===== src/rtl/shift_arbiter.sv =====
// Two requesters share one N-bit right-shift datapath under round-robin arbitration.
// Build option SHIFT_ARB_ROTATE_EN: every pass rotates right instead of zero-filling.
module shift_arbiter #(
  parameter int unsigned N = 8
) (
  input  logic         clk,
  input  logic         rst_n,
  input  logic         req0_valid,
  input  logic [N-1:0] req0_data,
  input  logic [3:0]   req0_amt,
  output logic         req0_ready,
  input  logic         req1_valid,
  input  logic [N-1:0] req1_data,
  input  logic [3:0]   req1_amt,
  output logic         req1_ready,
  output logic         rsp_valid,
  output logic [N-1:0] rsp_data,
  output logic         rsp_id,
  input  logic         rsp_ready,
  output logic         busy
);

  localparam int unsigned AMT_W   = 4;
  localparam int unsigned PASS_W  = 3;
  localparam int unsigned HI_STEP = 4;

  typedef enum logic [2:0] {
    IDLE,
    PASS_LO,
    PASS_HI1,
    PASS_HI2,
    RESP
  } state_e;

  state_e           state_q, state_d;
  logic [N-1:0]     w_q, w_d;
  logic [AMT_W-1:0] amt_q, amt_d;
  logic             id_q, id_d;
  logic             ptr_q, ptr_d;
  logic             idle_q, idle_d;
  logic             rsp_valid_q, rsp_valid_d;
  logic             busy_q, busy_d;
  logic             gnt0, gnt1;
  logic             acc0, acc1;

  // One pass of the shared datapath: shift (or rotate) right by s positions.
  function automatic logic [N-1:0] pass_f(input logic [N-1:0] v, input logic [PASS_W-1:0] s);
`ifdef SHIFT_ARB_ROTATE_EN
    pass_f = N'({v, v} >> s);
`else
    pass_f = v >> s;
`endif
  endfunction

  // ptr_q names the last-served requester; the other one wins a tie.
  always_comb begin
    gnt0 = req0_valid && (!req1_valid || ptr_q);
    gnt1 = req1_valid && (!req0_valid || !ptr_q);
  end

  // idle_q stays low through reset and the first cycle after, so ready never rises in reset.
  assign req0_ready = idle_q && gnt0;
  assign req1_ready = idle_q && gnt1;
  assign acc0       = req0_valid && req0_ready;
  assign acc1       = req1_valid && req1_ready;

  always_comb begin
    state_d = state_q;
    w_d     = w_q;
    amt_d   = amt_q;
    id_d    = id_q;
    ptr_d   = ptr_q;
    unique case (state_q)
      IDLE: begin
        if (acc0) begin
          w_d     = req0_data;
          amt_d   = req0_amt;
          id_d    = 1'b0;
          ptr_d   = 1'b0;
          state_d = PASS_LO;
        end else if (acc1) begin
          w_d     = req1_data;
          amt_d   = req1_amt;
          id_d    = 1'b1;
          ptr_d   = 1'b1;
          state_d = PASS_LO;
        end
      end
      PASS_LO: begin
        w_d     = pass_f(w_q, amt_q[PASS_W-1:0]);
        state_d = amt_q[AMT_W-1] ? PASS_HI1 : RESP;
      end
      PASS_HI1: begin
        w_d     = pass_f(w_q, PASS_W'(HI_STEP));
        state_d = PASS_HI2;
      end
      PASS_HI2: begin
        w_d     = pass_f(w_q, PASS_W'(HI_STEP));
        state_d = RESP;
      end
      RESP: begin
        if (rsp_ready) begin
          state_d = IDLE;
        end
      end
      default: state_d = IDLE;
    endcase
    idle_d      = (state_d == IDLE);
    rsp_valid_d = (state_d == RESP);
    busy_d      = (state_d != IDLE);
  end

  always_ff @(posedge clk or negedge rst_n) begin
    if (!rst_n) begin
      state_q     <= IDLE;
      w_q         <= '0;
      amt_q       <= '0;
      id_q        <= 1'b0;
      ptr_q       <= 1'b1;
      idle_q      <= 1'b0;
      rsp_valid_q <= 1'b0;
      busy_q      <= 1'b0;
    end else begin
      state_q     <= state_d;
      w_q         <= w_d;
      amt_q       <= amt_d;
      id_q        <= id_d;
      ptr_q       <= ptr_d;
      idle_q      <= idle_d;
      rsp_valid_q <= rsp_valid_d;
      busy_q      <= busy_d;
    end
  end

  assign rsp_valid = rsp_valid_q;
  assign rsp_data  = w_q;
  assign rsp_id    = id_q;
  assign busy      = busy_q;

`ifndef SYNTHESIS
  a_one_ready: assert property (@(posedge clk) disable iff (!rst_n)
    !(req0_ready && req1_ready));
  a_rsp_hold: assert property (@(posedge clk) disable iff (!rst_n)
    (rsp_valid && !rsp_ready) |=> (rsp_valid && $stable(rsp_data) && $stable(rsp_id)));
`endif

endmodule


===== config.mk =====
export PLATFORM = sky130hd
export DESIGN_NAME = shift_arbiter
export DESIGN_NICKNAME = d
export VERILOG_FILES = /design/src/rtl/shift_arbiter.sv
export SDC_FILE = /design/constraint.sdc
export NUM_CORES = 1
export LEC_CHECK = 0
export CAP_MARGIN = 30
export CORE_MARGIN = 1
export CORE_UTILIZATION = 30
export CTS_CLUSTER_SIZE = 8
export DETAILED_ROUTE_END_ITERATION = 7
export PLACE_DENSITY = 0.58
export SLEW_MARGIN = 20
export SYNTH_ARGS = -nofsm -noshare
export SYNTH_HDL_FRONTEND = slang
export SYNTH_SLANG_ARGS = --single-unit

===== constraint.sdc =====
create_clock -name clk -period 3.15 [get_ports clk]
set_clock_uncertainty 0.1 [all_clocks]
set_input_delay 0.4725 -clock clk [delete_from_list [all_inputs] [get_ports clk]]
set_output_delay 0.4725 -clock clk [all_outputs]
set_load 0.02 [all_outputs]

==> run_results.csv, run 1 <==
group,metric,value,unit
run_status,run_status,"completed",
clock_network,insertion_delay,0.26,ns
layout,final_util,42.8,%
floorplan,rows,24,
synth,synth_fp_nets,163,
power_and_ir_drop,clkPwrFrac,13.8,%
synth,synth_top_family_by_area,"compound AO/OA/AOI/OAI gates",
floorplan,ios,42,
setup_path,crit_chain,"clkdlybuf4s50_1 > nand2b_1 > nand2_2 > inv_1 > clkdlybuf4s50_1",
clock_network,clkTransAtPathRegs,0.08,ns
layout,areaGrowthSynthToFinish,36.9,%
route,drc,0,
power_and_ir_drop,p_int,1.10,mW
setup_path,critPathArrivalTime,2.23,ns
layout,final_common_cell,"clkdlybuf4s50_1",
synth,async_flop_share,100,%
power_and_ir_drop,seqPwrFrac,31.1,%
clock_network,post_cts_buffers,0,
power_and_ir_drop,ir_worst_vdd,473,uV
clock_network,clock-root-buffer,"clkbuf_8",
synth,yosysWarnings,0,
route,drt_iter0_drc,100,
global_routing,grt_max_degree,21,
power_and_ir_drop,p_comb_share,55.1,%
synth,syn_avg_cell_area,10.2,sq um
placed_design,hpwl,2.47,mm
synth,synth_mux_area_share,12.5,%
timing,slew_violations,0,
floorplan,die_y,69.4,um
timing,relSlewSlack,66.2,%
setup_path,worst_path_most_repeated_cell,"clkdlybuf4s50_1",
power_and_ir_drop,power_density,1020,mW/mm^2
route,vias,1186,
route,detail_route.vias_per_cell,5.27,
setup_path,cp.required,2.58,ns
floorplan,core,0.00435,sq mm
synth,netlist_instances,134,
synth,synth-main-ff-cell,"dfrtp_1",
placed_design,finalWeightedCongestion,0.851,
setup_path,cp_max_fo,15,
synth,ys_seq_area_share,36.9,%
floorplan,fp.dieW,69.4,um
synth,synth-simple-area-share,20.7,%
power_and_ir_drop,p_sw_share,42.5,%
synth,synth_xor_area_share,0,%
timing,fin_crit_sh,89.0,%
floorplan,die-area,0.00481,sq mm
synth,synth_area_leader_cell,"dfrtp_1",
placed_design,port_buffers,41,
route,wl_per_cell,14.3,um
synth,yosys-top-cells-area,"dfrtp_1 (35%), mux2i_1 (5.9%), mux4_2 (5.0%)",
timing,fin_crit,2.80,ns
power_and_ir_drop,power.switching,0.810,mW
clock_network,cts_buffers,3,
synth,synth_area,0.00136,sq mm
timing,setup_viol,0,
timing,max_freq,0.357,GHz
clock_network,post_cts_resize_count,0,
run,cap_viol_max_count,0,
synth,yosys.area.top_type_share,34.9,%
layout,antenna_cells,0,
clock_network,htree_levels,1,
synth,synth-edff-count,0,
worst_hold_path,worstHoldPathType,"in2async",
synth,synthAdderAreaFrac,0,%
timing,worst_slew_pin_slew,0.504,ns
clock_network,clkSinkCount,20,
timing,rsz0062_at_grt,"no",
layout,final_nets,203,
layout,drive_gt1_share,17.3,%
floorplan,start_util,31.3,%
setup_path,cp_slowest_stage_delay,0.62,ns
setup_path,startpoint_type,"input pin",
route,first_pass_iters,4,
setup_path,crit_type,"in2out",
global_routing,grt_usage,14.4,%
global_routing,grt-ovfl-total,0,
clock_network,cts_tree,"yes",
timing,hold_viol_final,0,
global_routing,grt_pass1_vias,1107,
global_routing,grt_pass1_wl,5.55,mm
setup_path,end_kind,"output pin",
setup_path,critPathSlowestCell,"clkdlybuf4s50_1",
clock_network,cts_hold_buf,0,
route,ant_nets,0,
clock_network,clockBufferDepth,2,
power_and_ir_drop,leakage,0.755,nW
timing,finalSetupTns,0,ns
route,wl,3.22,mm
synth,yosys_register_bits,20,
layout,final_cell_mix,"clkdlybuf4s50_1 (41), dfrtp_1 (19), nand2_1 (13), nor2_1 (12)",
timing,whs,0.353,ns
synth,synth_compound_area_share,24.4,%
global_routing,antenna_found_initial,0,
synth,synth.distinct_cells,43,
## routing by layer
metal | part of all wire (%) | global-route usage [%] | up-vias
li1 | - | - | 575
met1 | 45 | 18.9 | 579
met2 | 51 | 23.5 | 30
met3 | 4.1 | 3.78 | 2
met4 | 0.47 | 3.40 | 0
met5 | 0 | 0 | -
## power groups by stage
stage	clock [mW]	sequential (mW)	combinational (mW)
after floorplan	0	0.580	0.801
after global placement	0	0.592	1.04
after detailed placement	0	0.598	1.05
after CTS	0.268	0.593	1.06
after global routing	0.275	0.625	1.15
final	0.264	0.593	1.05
## logic make-up after synthesis
family                 count (synthesis)
DFF                                   20
AOI/OAI and AO/OA                     42
muxes                                 13
and+or+nand+nor                       49
buffers and inverters                 10
## sequential cells by signal, indices dropped and copies added, names as in the netlist
signal and count:
amt_q 4, busy 1, idle_q 1, ptr_q 1
rsp_data 8, rsp_id 1, rsp_valid 1, state_q 3
## metrics by stage
stage,instance area (sq um),std cells,power [mW],worst slack [ns]
detailed placement,1780,220,1.65,0.336
global route,1860,225,2.05,0.197
CTS,1850,224,1.92,0.321
global placement,1780,220,1.63,0.399
floorplan,1360,134,1.38,1.55
finish,1860,225,1.91,0.347
## synthesized netlist by cell type (all sizes together) (3+ instances only)
cell and number:
dfrtp 19, mux4 3, a41oi 4, a31oi 3, buf 6, nor2 15, o21ai 10, and3 7
nand2 14, a21oi 8, a22oi 3, mux2i 8, a21boi 7
## cell type report
class | instances | area, sq um
clock buffer | 3 | 41.3
clock inverter | 1 | 30.0
fill | 406 | 2490
inverter | 2 | 7.51
multi-input combinational | 104 | 785
sequential | 20 | 502
tap | 52 | 65.1
timing repair buffer | 43 | 433
## critical path, delay by kind of cell
kind,cells,cell delay (ns)
AND/OR/NAND/NOR,2,0.55
buffers and inverters,3,1.21
## path summary, 6_finish.rpt
check                                                to  depth (start not counted)  slack (ns)                from
worst max-delay path                         req0_ready                          5        0.35          req1_valid
worst min-delay path            rsp_data[6]$_DFFE_PN0P_                          1        0.35               rst_n
worst max register to register  rsp_data[7]$_DFFE_PN0P_                          4        1.24   ptr_q$_DFFE_PN1P_
worst min register to register       rsp_id$_DFFE_PN0P_                          2        0.45  rsp_id$_DFFE_PN0P_
max in group asynchronous             ptr_q$_DFFE_PN1P_                          2        2.11               rst_n
min in group clk                     rsp_id$_DFFE_PN0P_                          2        0.45  rsp_id$_DFFE_PN0P_
No activity file was read; power rests on OpenSTA's default activity.
==> run 2: changes to the inputs <==
CORE_ASPECT_RATIO = 2   (was not set)
==> run_results.csv, run 2 (same netlist as run 1, synthesis figures left out) <==
group,metric,value,unit
route,wl,3.41,mm
route,ant_nets,0,
setup_path,crit_type,"in2out",
run,cap_viol_max_count,0,
timing,rsz0062_at_grt,"no",
layout,final_cell_mix,"clkdlybuf4s50_1 (40), dfrtp_1 (19), nand2_1 (13), nor2_1 (12)",
clock_network,clkTransAtPathRegs,0.08,ns
layout,final_common_cell,"clkdlybuf4s50_1",
setup_path,r2r_cells,4,
route,detail_route.vias_per_cell,5.17,
route,drt_iter0_drc,24,
setup_path,critPathArrivalTime,1.97,ns
setup_path,end_kind,"output pin",
floorplan,die_y,97.3,um
clock_network,cts_buffers,3,
setup_path,reg2reg_from,"state_q[2]$_DFF_PN0_",
clock_network,clkSinkCount,20,
route,routed.top_layer,"met4",
layout,antenna_cells,0,
placed_design,finalWeightedCongestion,0.848,
layout,areaGrowthSynthToFinish,36.1,%
power_and_ir_drop,ir_worst_vdd,543,uV
floorplan,fp.dieW,49.6,um
clock_network,post_cts_buffers,0,
timing,slew_violations,0,
route,dr_wl_met2,1.97,mm
run_status,run_status,"completed",
floorplan,ios,42,
timing,finalSetupTns,0,ns
clock_network,clockBufferDepth,2,
route,wl_per_cell,15.0,um
route,first_pass_iters,4,
worst_hold_path,worstHoldPathType,"in2async",
global_routing,grt_pass1_vias,1199,
setup_path,cp_num_cells,5,
timing,setup_viol,0,
timing,fin_crit,2.55,ns
layout,drive_gt1_share,17.9,%
setup_path,crit_family,"buffers and inverters",
route,wl_met3,106,um
setup_path,cp-startpoint,"req0_valid",
layout,final_nets,203,
floorplan,start_util,31.4,%
route,vias,1173,
clock_network,insertion_delay,0.26,ns
global_routing,antenna_found_initial,0,
timing,hold_viol_final,0,
timing,relSlewSlack,68.5,%
power_and_ir_drop,report.power.total,1.92,mW
setup_path,cp.required,2.58,ns
route,wirelength_met1,1.27,mm
setup_path,crit_chain,"clkdlybuf4s50_1 > and2_1 > nand2_2 > inv_1 > clkdlybuf4s50_1",
clock_network,post_cts_resize_count,0,
placed_design,dp_slack,0.585,ns
setup_path,critPathBufInv,3,
setup_path,reg2reg_to,"rsp_data[7]$_DFFE_PN0P_",
clock_network,cts_hold_buf,0,
layout,largest_reg_flops,8,
clock_network,clock-root-buffer,"clkbuf_8",
timing,layout_setup_ws,0.604,ns
timing,max_freq,0.393,GHz
global_routing,grt_max_degree,21,
setup_path,critPathSlowestCell,"clkdlybuf4s50_1",
placed_design,placed_area,0.00179,sq mm
setup_path,cp_slowest_stage_delay,0.61,ns
global_routing,grt_usage,15.3,%
placed_design,port_buffers,41,
setup_path,cp_max_fo,6,
power_and_ir_drop,leakage,0.752,nW
global_routing,grt-ovfl-total,0,
floorplan,die-area,0.00483,sq mm
setup_path,startpoint_type,"input pin",
setup_path,reg2reg_setup_slack,1.28,ns
floorplan,core,0.00434,sq mm
clock_network,htree_levels,1,
timing,fin_crit_sh,80.8,%
global_routing,grt_pass1_wl,5.70,mm
route,drc,0,
power_and_ir_drop,power_density,1030,mW/mm^2
floorplan,rows,34,
timing,worst_slew_pin_slew,0.473,ns
setup_path,critical_path.endpoint,"req0_ready",
clock_network,cts_tree,"yes",
setup_path,worst_path_most_repeated_cell,"clkdlybuf4s50_1",
layout,finalInstanceArea,0.00185,sq mm
run 2: worst min path at each step:
stage                 startpoint              endpoint  slack (ns)  cells past startpoint
2_1_floorplan              rst_n  amt_q[0]$_DFFE_PN0P_        0.08                      0
3_3_place_gp   ptr_q$_DFFE_PN1P_     ptr_q$_DFFE_PN1P_        0.41                      2
3_5_place_dp   ptr_q$_DFFE_PN1P_     ptr_q$_DFFE_PN1P_        0.41                      2
4_1_cts        ptr_q$_DFFE_PN1P_     ptr_q$_DFFE_PN1P_        0.42                      2
5_1_grt                    rst_n    rsp_id$_DFFE_PN0P_         0.1                      1
6_report                   rst_n    rsp_id$_DFFE_PN0P_        0.05                      1
run 2: cell type report:
| cell class | instances | area [sq um] |
|---|---|---|
| repair buffers | 43 | 420 |
| flip-flops and latches | 20 | 502 |
| fillers | 466 | 2490 |
| multi-input cells | 104 | 785 |
| clock buffers | 3 | 41.3 |
| inverters | 2 | 7.51 |
| clock inverters | 1 | 30.0 |
| well taps | 54 | 67.6 |
run 2: per-stage QoR:
step | cells | hold WS, ns | util (%)
final | 227 | 0.0502 | 42.7
after global routing | 227 | 0.0955 | 42.7
after CTS | 227 | 0.420 | 42.8
after detailed placement | 223 | 0.409 | 41.2
after global placement | 223 | 0.410 | 41.2
after floorplan | 134 | 0.0769 | -
run 2: where the power goes:
part	internal (mW)	switching, mW	leakage (nW)
Combinational	0.535	0.522	0.483
Sequential	0.393	0.205	0.233
Clock	0.170	0.0920	0.0357
run 2: worst reg2reg max path: stages (launching register included):
cell	delay [ns]
dfrtp_1	0.52
o21bai_2	0.34
a21bo_2	0.49
nand2_1	0.10
a32o_1	0.21
run 2: routing by layer:
layer / track usage (%) / vias to the layer above
met5: 0 / -
met4: 5.27 / 0
met3: 1.72 / 5
met2: 28.7 / 35
met1: 16.9 / 563
li1: - / 570
